==> src/rtl/ibex_mem_arbiter.sv <==
// Two-port (fetch/LSU) arbiter onto a single-port RAM, with an in-flight
// response tracker that routes rvalid/rdata back to the issuing port.
module ibex_mem_arbiter #(
  parameter int          MemDepth   = 16384,
  parameter int          MemAw      = $clog2(MemDepth),
  parameter logic [31:0] BaseAddr   = 32'h0000_0000,
  parameter int          MemLatency = 1,
  parameter int          DataPrio   = 0,
  parameter int          CntWidth   = 16
) (
  input  logic                clk_i,
  input  logic                rst_i,
  input  logic                instr_req_i,
  output logic                instr_gnt_o,
  output logic                instr_rvalid_o,
  input  logic [31:0]         instr_addr_i,
  output logic [31:0]         instr_rdata_o,
  output logic                instr_err_o,
  input  logic                data_req_i,
  output logic                data_gnt_o,
  output logic                data_rvalid_o,
  input  logic                data_we_i,
  input  logic [3:0]          data_be_i,
  input  logic [31:0]         data_addr_i,
  input  logic [31:0]         data_wdata_i,
  output logic [31:0]         data_rdata_o,
  output logic                data_err_o,
  output logic                mem_req_o,
  output logic                mem_write_o,
  output logic [3:0]          mem_be_o,
  output logic [MemAw-1:0]    mem_addr_o,
  output logic [31:0]         mem_wdata_o,
  input  logic                mem_rvalid_i,
  input  logic [31:0]         mem_rdata_i,
  output logic [CntWidth-1:0] conflict_cnt_o,
  output logic                protocol_err_o
);

  // owner: 1 = data port, 0 = instr port
  typedef struct packed {
    logic vld;
    logic owner;
    logic err;
  } trk_t;

  localparam logic [32:0] Span = 33'(MemDepth) * 33'd4;

  trk_t [MemLatency:1] trk_pipe;
  trk_t                push, head;
  logic                last_data;
  logic                both, win_data, grant, in_range, head_vld;
  logic [31:0]         win_addr, off, rsp_data;

  always_comb begin
    both = instr_req_i & data_req_i;
    if (DataPrio != 0) win_data = data_req_i;
    else               win_data = data_req_i & (~instr_req_i | ~last_data);
    grant       = (instr_req_i | data_req_i) & ~rst_i;
    instr_gnt_o = grant & ~win_data;
    data_gnt_o  = grant & win_data;

    win_addr = win_data ? data_addr_i : instr_addr_i;
    off      = win_addr - BaseAddr;
    in_range = (win_addr >= BaseAddr) && ({1'b0, off} < Span);

    mem_req_o   = grant & in_range;
    mem_write_o = 1'b0;
    mem_be_o    = 4'h0;
    mem_addr_o  = '0;
    mem_wdata_o = 32'h0;
    if (mem_req_o) begin
      mem_addr_o = off[MemAw+1:2];
      if (win_data) begin
        mem_write_o = data_we_i;
        mem_be_o    = data_be_i;
        mem_wdata_o = data_wdata_i;
      end else begin
        mem_be_o = 4'hF;
      end
    end

    push = '{vld: grant, owner: win_data, err: grant & ~in_range};
  end

  // Head of the tracker lines up with mem_rvalid_i for the same access.
  always_comb begin
    head           = trk_pipe[MemLatency];
    head_vld       = head.vld & ~rst_i;
    rsp_data       = head.err ? 32'h0 : mem_rdata_i;
    instr_rvalid_o = head_vld & ~head.owner;
    data_rvalid_o  = head_vld & head.owner;
    instr_err_o    = instr_rvalid_o & head.err;
    data_err_o     = data_rvalid_o & head.err;
    instr_rdata_o  = instr_rvalid_o ? rsp_data : 32'h0;
    data_rdata_o   = data_rvalid_o ? rsp_data : 32'h0;
  end

  always_ff @(posedge clk_i) begin
    if (rst_i) begin
      trk_pipe       <= '0;
      last_data      <= 1'b1;
      conflict_cnt_o <= '0;
      protocol_err_o <= 1'b0;
    end else begin
      trk_pipe[1] <= push;
      for (int i = 2; i <= MemLatency; i++) trk_pipe[i] <= trk_pipe[i-1];
      if (both) last_data <= win_data;
      if (both && !(&conflict_cnt_o)) conflict_cnt_o <= conflict_cnt_o + 1'b1;
      // RAM must answer exactly the non-error accesses, nothing more.
      if (mem_rvalid_i != (head.vld & ~head.err)) protocol_err_o <= 1'b1;
    end
  end

endmodule

==> config.mk <==
export PLATFORM = sky130hd
export DESIGN_NAME = ibex_mem_arbiter
export DESIGN_NICKNAME = d
export VERILOG_FILES = /design/src/rtl/ibex_mem_arbiter.sv
export SDC_FILE = /design/constraint.sdc
export NUM_CORES = 1
export LEC_CHECK = 0
export BUFFER_PORTS_ARGS = -buffer_cell sky130_fd_sc_hd__buf_2
export CAP_MARGIN = 20
export CORE_AREA = 2 2 108 110
export CTS_BUF_LIST = sky130_fd_sc_hd__clkbuf_8 sky130_fd_sc_hd__clkbuf_16
export DETAILED_ROUTE_END_ITERATION = 6
export DIE_AREA = 0 0 110 112
export MAX_ROUTING_LAYER = met4
export SETUP_SLACK_MARGIN = 0.1
export SYNTH_ARGS = -nofsm -noshare
export SYNTH_HDL_FRONTEND = slang
export SYNTH_SLANG_ARGS = --single-unit
==> constraint.sdc <==
create_clock -name clk_i -period 1.65 [get_ports clk_i]
set_clock_uncertainty 0.15 [all_clocks]
set_input_delay 0.165 -clock clk_i [delete_from_list [all_inputs] [get_ports clk_i]]
set_output_delay 0.165 -clock clk_i [all_outputs]
set_load 0.005 [all_outputs]
# [After elaboration in Yosys (flattened, before gate mapping)]
# Cells that the tools add are included.
[op_classes] add_sub_neg=1 eq_ne=1 n_bitwise=22 n_mux=11 order_cmp=2 reduce_logical=4
[op_table] cell="2-to-1 mux 32 bit" n=6
[op_table] cell=">= comparator 32 x 1 -> 1 bit, second input constant" n=1
[op_table] cell="less-than comparator 32 x 17 -> 1 bit, second input constant" n=1
[op_table] cell="adder 16 x 1 -> 16 bit, second input constant" n=1
[op_table] cell="AND reduction 16 bit" n=1
[op_table] cell="2-to-1 mux 14 bit" n=1
[op_table] cell="bitwise AND 1 bit" n=13
[op_table] cell="2-to-1 mux 4 bit" n=2
[op_table] cell="inverter 1 bit" n=7
[op_table] cell="logical AND 1 bit" n=2
[op_table] cell="2-to-1 mux 1 bit" n=2
[op_table] cell="OR 1 bit" n=2
[op_table] cell="zero test 1 bit" n=1
[op_table] cell="inequality test 1 bit" n=1
[word_totals] reg_bits=21

# [Depth between registers and ports, before layout]
# Gate-level depths: netlist of run 1.
[logic_depth] depth_word=8 ltp_mapped=6

# [Worst setup path before layout of run 1]
# No wires, ideal clock.
[synth_path] path_kind="reg2reg" startpoint="register conflict_cnt_o[0]" endpoint="register conflict_cnt_o[12]" slack_ns=-0.066 period_less_slack_ns=1.716 path_buffers=0 t_arrival_ns=1.496 required_ns=1.430 stages_incl_launch_ff=6 cell_sequence="dfxtp_1 ha_1 and3_1 nand2_4 or4_1 a21oi_1"
[synth_between] elab_chain_len=3 word_cells_on_any_way=4
[synth_rtl] element="from (decl)" line_no="35" source="output logic [CntWidth-1:0] conflict_cnt_o,"
[synth_rtl] element="from (signal assigned)" line_no="108" source="if (both && !(&conflict_cnt_o)) conflict_cnt_o <= conflict_cnt_o + 1'b1;"
[synth_rtl] element="parallel branches: the longest is 3 deep, another holds adder 16 x 1 -> 16 bit"
# Parallel ways; which one is timed is not known.
# A chain may end at the register's enable or synchronous reset.

# [Worst setup path after layout of run 1]
[layout_path] startpoint="register last_data" endpoint="output mem_wdata_o[24]"
[layout_between] elab_chain_len=8 word_cells_on_any_way=10
[layout_rtl] element="from (decl)" line_no="50" source="logic last_data;"
[layout_rtl] element="from (signal assigned)" line_no="107" source="if (both) last_data <= win_data;"
[layout_rtl] element="inverter 1 bit (*)" line_no="57" source="else win_data = data_req_i & (~instr_req_i | ~last_data);"
[layout_rtl] element="OR 1 bit (*)" line_no="57"
[layout_rtl] element="bitwise AND 1 bit (*)" line_no="57"
[layout_rtl] element="2-to-1 mux 32 bit" line_no="62" source="win_addr = win_data ? data_addr_i : instr_addr_i;"
[layout_rtl] element=">= comparator 32 x 1 -> 1 bit or less-than comparator 32 x 17 -> 1 bit (tied branches)" line_no="64" source="in_range = (win_addr >= BaseAddr) && ({1'b0, off} < Span);"
[layout_rtl] element="logical AND 1 bit" line_no="64"
[layout_rtl] element="bitwise AND 1 bit" line_no="66" source="mem_req_o = grant & in_range;"
[layout_rtl] element="2-to-1 mux 32 bit (*)" line_no="71" source="if (mem_req_o) begin"
[layout_rtl] element="to (decl)" line_no="32" source="output logic [31:0] mem_wdata_o,"
# Mark *: on every way between the ends. The rest lies on a longest branch, timed or not.

==> results.py, run 1 <==
metrics = {
    "run_status": {
        "status": "finished, violations left",
        "violations": "setup timing",
    },
    "power_and_ir_drop": {
        "power.total_mw": 1.61,
        "leakage_nw": 2.53,
        "p_per_area_nw_per_um2": 330,
        "max-vdd-ir-drop_mv": 0.436,
    },
    "route": {
        "via_per_inst": 4.47,
        "dr.pass1.iters": 4,
        "drtIter0Drc": 116,
        "drc": 0,
        "vias": 3553,
        "wl_per_cell_microns": 14.3,
        "routed_wl_microns": 11400,
        "ant_nets": 0,
    },
    "clock_tree": {
        "clockRootBuffer": "clkbuf_16",
        "cts_buffer_depth": 2,
        "htreeDepth": 1,
        "path_clk_slew_ns": 0.06,
        "cts.sinks": 21,
        "numCtsBuffers": 3,
        "cts_tree": "done",
        "clk_latency_ns": 0.25,
    },
    "yosys": {
        "synth-warning-count": 0,
        "postSynthAreaPerCell_sq_um": 6.03,
        "syn-num-nets": 483,
        "ys_types": 37,
        "yosysSeqAreaShare": 0.203,
        "ys_ff_latch": 21,
        "syn_area_sq_um": 2080,
        "syn_inst": 344,
    },
    "placed_design": {
        "place_hpwl_microns": 7690,
        "globalplace.congestion": 0.811,
        "portBuffers": 272,
    },
    "timing": {
        "hold_slack_ns": 0.0705,
        "post-route-worst-setup-slack_ns": -0.125,
        "min_period_over_period": 1.08,
        "hold_viol": 0,
        "setup_viol": 40,
        "timing.fmax_mhz": 563,
        "min_period_ns": 1.77,
        "rsz0062_at_grt": "true",
        "finalMaxSlewViolations": 0,
        "slew_headroom": 0.777,
        "worst_pin_slew_ns": 0.332,
    },
    "critical_path": {
        "crit_buf_inv": 2,
        "cp-end-kind": "output port",
        "required_ns": 1.33,
        "critical_path.max_stage_delay_ns": 0.34,
        "cp_top_family": "simple AND/OR/NAND/NOR gates",
        "cp_slowest_cell": "dfxtp_2",
        "crit_path_start_kind": "flip-flop",
        "crit_type": "flip-flop to output port",
        "path_cells": "nand2_2, and2_4, and3_4, clkbuf_16, and2_1, buf_2",
        "crit_path_max_fanout": 16,
        "arrival_ns": 1.46,
    },
    "final_layout": {
        "flow.area_growth_from_synthesis_pct": 135,
        "final_cell_mix": "257 x buf_2, 51 x nor2_1, 33 x buf_4, 32 x nand3_1, 29 x nand2_1",
        "nets": 792,
        "final_common_cell": "buf_2",
        "drive_gt1_frac": 0.675,
        "n_antenna_cell": 0,
    },
    "floorplanning": {
        "die_area_sq_um": 12300,
        "fp-row-count": 39,
        "core_area_sq_um": 11200,
        "io-pin-count": 277,
        "start_util": 0.186,
        "dieWidth_microns": 110,
        "fp.dieH_microns": 112,
    },
    "run": {
        "drv_cap": 0,
    },
    "global_routing": {
        "grt_pass1_wl_microns": 14800,
        "grt_max_degree": 35,
        "antenna_found_initial": 0,
        "grtUsageTotal": 0.151,
        "overflow": 0,
        "grt_pass1_vias": 2992,
    },
    "min_path": {
        "hold_path.class": "input pin to flip-flop",
    },
}
-- registers in the layout (all words and copies together) (netlist names) --
| register | cells |
|---|---|
| conflict_cnt_o | 16 |
| protocol_err_o | 1 |
| last_data | 1 |
| head | 3 |
-- path summary, 6_finish.rpt --
| check | start | end | slack (ns) | cells after the start |
|---|---|---|---|---|
| worst max-delay path | last_data | mem_wdata_o[24] | -0.12 | 6 |
| worst min-delay path | mem_rvalid_i | protocol_err_o | 0.07 | 4 |
| worst max register to register | conflict_cnt_o[0] | conflict_cnt_o[2] | -0.03 | 7 |
| worst min register to register | protocol_err_o | protocol_err_o | 0.37 | 2 |
-- cell type report --
type,count,area [sq um]
clock buffer,3,75.1
clock inverter,1,3.75
fill,1166,6300
inverter,9,38.8
multi-input combinational,289,1970
sequential,21,458
tap,143,179
timing repair buffer,329,2150
-- per-stage QoR --
step / setup TNS (ns) / util / area, sq um / worst slack [ns] / std cells
detailed placement: -6.34 / 0.345 / 3860 / -0.170 / 769
global route: -7.43 / 0.436 / 4880 / -0.172 / 795
finish: -3.73 / 0.436 / 4880 / -0.125 / 795
floorplan: 0 / - / 2100 / 0.0191 / 344
global placement: -6.17 / 0.345 / 3860 / -0.158 / 769
CTS: -3.01 / 0.371 / 4140 / -0.0925 / 780
-- per-layer routing --
layer | share of wire | routed length, microns | GRT usage | up-vias
li1 | - | - | - | 1797
met1 | 0.42 | 4760 | 0.195 | 1594
met4 | 0.0068 | 78 | 0.0203 | 0
met3 | 0.062 | 707 | 0.0141 | 6
met5 | 0 | 0 | - | -
met2 | 0.51 | 5860 | 0.259 | 156
-- cells by family (layout without fill, tap and decap cells) --
group           after synthesis  count (layout)  share of synthesized area
flops                        21              21                      0.203
simple gates                236             236                      0.583
compound gates               49              49                      0.128
xor+xnor                      2               2                    0.00844
buf+inv                      34             342                     0.0663
fa+ha+maj                     1               1                    0.00603
mux                           1               1                    0.00542
-- what timing repair did --
item | 4_1_cts | 5_1_grt
gates resized for setup | 38 | 124
hold endpoints to repair | 0 | 0
setup endpoints to repair | 87 | 116
pin swaps | 14 | 30
hold buffers | 0 | 0
gates cloned | 1 | 11
buffers inserted | 6 | 6
-- worst reg2reg max path: cells and delay by family (launching register included) --
family          cells  cell delay (ns)
flops               1             0.35
buf+inv             2             0.32
compound gates      1             0.15
fa+ha+maj           1             0.16
simple gates        3             0.46
-- power breakdown --
part,switching (mW),internal [mW],total [mW]
clock,0.189,0.323,0.513
combinational,0.281,0.291,0.572
sequential,0.0121,0.510,0.522
-- synth_stat cells (all sizes together) --
cell type | count | share of area
a21oi | 32 | 0.077
a311oi | 1 | 0.0042
and2 | 35 | 0.11
and3 | 4 | 0.013
and4 | 5 | 0.021
buf | 7 | 0.017
clkbuf | 18 | 0.033
clkinv | 1 | 0.0018
dfxtp | 21 | 0.20
ha | 1 | 0.0060
inv | 8 | 0.014
mux2 | 1 | 0.0054
nand2 | 44 | 0.083
nand2b | 1 | 0.0030
nand3 | 38 | 0.092
nand3b | 1 | 0.0036
nand4 | 6 | 0.033
nor2 | 75 | 0.14
nor2b | 1 | 0.0030
nor3 | 3 | 0.0072
nor4 | 12 | 0.049
o211ai | 1 | 0.0036
o21a | 1 | 0.0036
o21ai | 10 | 0.024
o21ba | 1 | 0.0048
o31ai | 3 | 0.011
or3 | 9 | 0.027
or4 | 2 | 0.0072
xnor2 | 2 | 0.0084
(Power assumes the default switching activity.)
==> inputs of run 2 (changes only) <==
Settings changed: SKIP_CTS_REPAIR_TIMING set to 1.
==> run 2 against run 1 <==
Effect of this change:
- the run still ends with setup timing left
- core utilization fell by 1.9 points
- sequential share of layout area rose by 0.28 points
- critical path depth increased by 1
- die area did not move
- final cell count shrank 2.0%
- largest power group is now sequential cells
- clock power fell by 1%
- power fell by 7.7%
- sequential power barely moved
- cell area shrank 4.3%
- count of clock-buffer cells in the layout is the same
- first-iteration DRC count decreased by 15%
==> results.py, run 2 (same netlist as run 1, synthesis figures left out) <==
metrics = {
    "run_status": {
        "status": "finished, violations left",
        "violations": "setup timing",
    },
    "timing": {
        "hold_slack_ns": 0.0740,
        "slew_headroom": 0.762,
        "min_period_ns": 1.79,
        "worst_pin_slew_ns": 0.354,
        "finalMaxSlewViolations": 0,
        "rsz0062_at_grt": "true",
        "timing.fmax_mhz": 560,
        "min_period_over_period": 1.08,
        "post-route-worst-setup-slack_ns": -0.137,
        "hold_viol": 0,
        "setup_viol": 47,
    },
    "critical_path": {
        "arrival_ns": 1.47,
        "required_ns": 1.33,
        "cp_slowest_cell": "and4_4",
        "crit_type": "input pin to output port",
        "critical_path.max_stage_delay_ns": 0.29,
        "crit_path_start_kind": "input pin",
        "startpoint": "data_addr_i[31]",
        "crit_top_cell": "buf_6",
        "crit_path_max_fanout": 8,
        "cp_top_family": "simple AND/OR/NAND/NOR gates",
        "path_cells": "buf_6, nor4_4, and4_4, and3_4, clkbuf_16, and2_4, buf_6",
        "cp-end-kind": "output port",
        "crit_buf_inv": 3,
        "r2r_start": "conflict_cnt_o[1]",
    },
    "final_layout": {
        "final_cell_mix": "245 x buf_2, 63 x nor2_1, 38 x nand2_1, 35 x buf_6, 31 x nand3_1",
        "flow.area_growth_from_synthesis_pct": 125,
        "register_area_sq_um": 452,
        "post-route-cell-area_sq_um": 4670,
        "nets": 776,
        "finalNonFillerCells": 779,
        "final_common_cell": "buf_2",
        "multiInputGateArea_sq_um": 1920,
        "largest_reg_flops": 16,
        "n_antenna_cell": 0,
        "largest-register": "conflict_cnt_o",
        "drive_gt1_frac": 0.679,
        "num-fill-cells": 1177,
    },
    "placed_design": {
        "placed_cells": 769,
        "portBuffers": 272,
        "place_area_sq_um": 3860,
        "pre_cts_ws_ns": -0.170,
        "place_hpwl_microns": 7690,
        "globalplace.congestion": 0.811,
    },
    "global_routing": {
        "grtUsageTotal": 0.143,
        "grt_pass1_wl_microns": 14000,
        "met3_usage": 0.0170,
        "top_usage_layer": "met2",
        "antenna_found_initial": 0,
        "grt_max_degree": 35,
        "met2_usage": 0.242,
        "grt_use_met1": 0.186,
        "grt_pass1_vias": 2879,
        "overflow": 0,
    },
    "route": {
        "drtIter0Drc": 99,
        "wl_per_cell_microns": 13.5,
        "dr.pass1.iters": 4,
        "via_per_inst": 4.46,
        "vias": 3476,
        "drc": 0,
        "routed_wl_microns": 10500,
        "ant_nets": 0,
    },
    "clock_tree": {
        "cts.sinks": 21,
        "numCtsBuffers": 3,
        "cts_buffer_depth": 2,
        "clockRootBuffer": "clkbuf_16",
        "htreeDepth": 1,
        "clk_latency_ns": 0.25,
        "cts_tree": "done",
        "path_clk_slew_ns": 0.05,
    },
    "floorplanning": {
        "io-pin-count": 277,
        "fp.dieH_microns": 112,
        "die_area_sq_um": 12300,
        "dieWidth_microns": 110,
        "fp-row-count": 39,
        "core_area_sq_um": 11200,
        "start_util": 0.186,
    },
    "min_path": {
        "hold_path.class": "input pin to flip-flop",
        "hold_path.startpoint": "rst_i",
    },
    "run": {
        "drv_cap": 0,
    },
    "power_and_ir_drop": {
        "p_per_area_nw_per_um2": 318,
        "leakage_nw": 2.43,
        "max-vdd-ir-drop_mv": 0.423,
    },
}
[run 2: changes by cell type in the layout (fill, tap and decap cells not counted), sizes merged]
cell    delta
buf       -11
clkbuf     -5
[run 2: final timing paths]
kind,end,slack [ns],cells after the start
worst max register to register,conflict_cnt_o[1],-0.07,6
worst min register to register,last_data,0.34,2
worst max-delay path,mem_wdata_o[28],-0.14,7
worst min-delay path,last_data,0.07,3
[run 2: area by class of cell]
type / instances / share of cell area
Clock buffer: 3 / 0.0161
Timing Repair Buffer: 313 / 0.429
Multi-Input combinational cell: 289 / 0.412
Clock inverter: 1 / 0.000804
Sequential cell: 21 / 0.0968
Tap cell: 143 / 0.0383
Inverter: 9 / 0.00724
[run 2: stage by stage]
stage               power [mW]  setup TNS [ns]  utilization
CTS                       1.44           -7.80        0.352
floorplan                0.676               0            -
global route              1.57           -7.99        0.418
global placement         0.927           -6.17        0.345
detailed placement       0.926           -6.34        0.345
finish                    1.48           -4.20        0.418
[run 2: tightest hold or removal path: stages]
cell and delay (ns):
buf_2 0.11, inv_1 0.10, nand2_1 0.07
[run 2: layer usage]
metal	wire [microns]	part of all wire
met1	4360	0.41
met2	5450	0.52
met3	625	0.059
met4	80	0.0076
met5	0	0
[run 2: power by group]
group / leakage, nW / switching (mW) / internal (mW) / total [mW]
Sequential: 0.178 / 0.0105 / 0.512 / 0.522
Clock: 0.0423 / 0.185 / 0.323 / 0.508
Combinational: 2.21 / 0.226 / 0.228 / 0.453
==> inputs of run 3 (changes only) <==
Settings changed: HOLD_SLACK_MARGIN set to 0.1, MAX_ROUTING_LAYER met4 to not set, RECOVER_POWER set to 25.
==> run 3 against run 2 <==
Effect of this change:
- die area unchanged
- register-to-register slack about the same
- fmax about the same
- highest routed layer unchanged
- first-iteration DRC count up 49%
- routed wire length about the same
- count of clock-buffer cells in the layout unchanged
- the run still ends with setup timing left
- largest cell class unchanged
- clock power about the same
- global-route usage down 0.41 points
- critical path depth unchanged
==> results.py, run 3 (same netlist as run 1, synthesis figures left out) <==
metrics = {
    "run_status": {
        "status": "finished, violations left",
        "violations": "setup timing",
    },
    "clock_tree": {
        "cts_buffer_depth": 2,
        "htreeDepth": 1,
        "clockRootBuffer": "clkbuf_16",
        "cts_tree": "done",
        "cts.sinks": 21,
        "clk_latency_ns": 0.25,
        "numCtsBuffers": 3,
        "path_clk_slew_ns": 0.05,
    },
    "power_and_ir_drop": {
        "p_per_area_nw_per_um2": 317,
        "power.total_mw": 1.48,
        "leakage_nw": 2.44,
        "max-vdd-ir-drop_mv": 0.425,
    },
    "timing": {
        "hold_slack_ns": 0.0766,
        "worst_pin_slew_ns": 0.355,
        "timing.fmax_mhz": 560,
        "setup_viol": 46,
        "post-route-worst-setup-slack_ns": -0.137,
        "hold_viol": 0,
        "rsz0062_at_grt": "true",
        "slew_headroom": 0.762,
        "min_period_over_period": 1.08,
        "min_period_ns": 1.79,
        "finalMaxSlewViolations": 0,
    },
    "run": {
        "drv_cap": 0,
    },
    "global_routing": {
        "grt_max_degree": 35,
        "grtUsageTotal": 0.139,
        "antenna_found_initial": 0,
        "grt_pass1_vias": 2880,
        "grt_pass1_wl_microns": 14000,
        "overflow": 0,
    },
    "route": {
        "vias": 3464,
        "via_per_inst": 4.44,
        "dr.pass1.iters": 4,
        "routed_wl_microns": 10500,
        "drc": 0,
        "ant_nets": 0,
        "wl_per_cell_microns": 13.5,
        "drtIter0Drc": 148,
    },
    "final_layout": {
        "n_antenna_cell": 0,
        "postLayoutCoreUtil": 0.419,
        "nets": 777,
        "final_common_cell": "buf_2",
        "largest-register": "conflict_cnt_o",
        "largest_reg_flops": 16,
        "final_cell_mix": "245 x buf_2, 63 x nor2_1, 38 x nand2_1, 35 x buf_6, 31 x nand3_1",
        "flow.area_growth_from_synthesis_pct": 125,
        "drive_gt1_frac": 0.678,
    },
    "critical_path": {
        "crit_path_max_fanout": 8,
        "reg2reg_depth": 6,
        "required_ns": 1.33,
        "rrSetupSlack_ns": -0.07,
        "r2r_start": "conflict_cnt_o[1]",
        "crit_path_start_kind": "input pin",
        "crit_type": "input pin to output port",
        "cp-end-kind": "output port",
        "arrival_ns": 1.47,
        "r2r-end": "conflict_cnt_o[1]",
    },
    "floorplanning": {
        "core_area_sq_um": 11200,
        "start_util": 0.186,
        "io-pin-count": 277,
        "fp.dieH_microns": 112,
        "dieWidth_microns": 110,
        "fp-row-count": 39,
        "die_area_sq_um": 12300,
    },
    "min_path": {
        "hold_path.startpoint": "mem_rvalid_i",
        "hold_end": "protocol_err_o",
        "min_path_cells": 4,
        "hold_path.class": "input pin to flip-flop",
    },
    "placed_design": {
        "place_hpwl_microns": 7690,
        "globalplace.congestion": 0.799,
        "portBuffers": 272,
    },
}
[run 3: cell types whose count changed in the layout (fill, tap and decap cells not counted)]
cell           change
dlygate4sd3_1      +1
[run 3: critical path, cell delays in order]
cell,delay (ns)
buf_6,0.10
nor4_4,0.27
and4_4,0.29
and3_4,0.26
clkbuf_16,0.16
and2_4,0.14
buf_6,0.09
[run 3: report_power, final]
| group | switching (mW) | leakage (nW) | total (mW) | internal [mW] |
|---|---|---|---|---|
| sequential | 0.0104 | 0.178 | 0.522 | 0.512 |
| clock | 0.184 | 0.0423 | 0.507 | 0.323 |
| combinational | 0.226 | 2.22 | 0.455 | 0.229 |
[run 3: worst max path at each step]
stage	endpoint	slack [ns]	startpoint
finish	mem_wdata_o[28]	-0.14	data_addr_i[31]
global route	mem_wdata_o[2]	-0.18	last_data
CTS	mem_wdata_o[27]	-0.19	data_addr_i[31]
detailed placement	mem_wdata_o[27]	-0.17	data_addr_i[31]
global placement	mem_wdata_o[18]	-0.16	data_addr_i[31]
floorplan	conflict_cnt_o[13]	0.02	conflict_cnt_o[4]
[run 3: layout make-up]
cell class | instances | area, sq um
well taps | 143 | 179
flip-flops and latches | 21 | 452
multi-input cells | 289 | 1920
clock buffers | 3 | 75.1
fillers | 1176 | 6500
repair buffers | 314 | 2010
inverters | 9 | 33.8
clock inverters | 1 | 3.75
[run 3: per-stage QoR]
| step | setup TNS [ns] | worst slack (ns) | cells | cell area (sq um) |
|---|---|---|---|---|
| floorplan | 0 | 0.0191 | 344 | 2100 |
| global placement | -6.17 | -0.158 | 769 | 3860 |
| detailed placement | -6.34 | -0.170 | 769 | 3860 |
| CTS | -7.80 | -0.189 | 773 | 3940 |
| global route | -7.99 | -0.180 | 780 | 4680 |
| finish | -4.22 | -0.137 | 780 | 4680 |
[run 3: per-layer routing]
metal | up-vias | share of wire | GRT usage
met2 | 161 | 0.51 | 0.242
met3 | 12 | 0.069 | 0.0234
met1 | 1536 | 0.41 | 0.183
li1 | 1755 | - | -
met5 | - | 0 | 0
met4 | 0 | 0.0094 | 0.0186
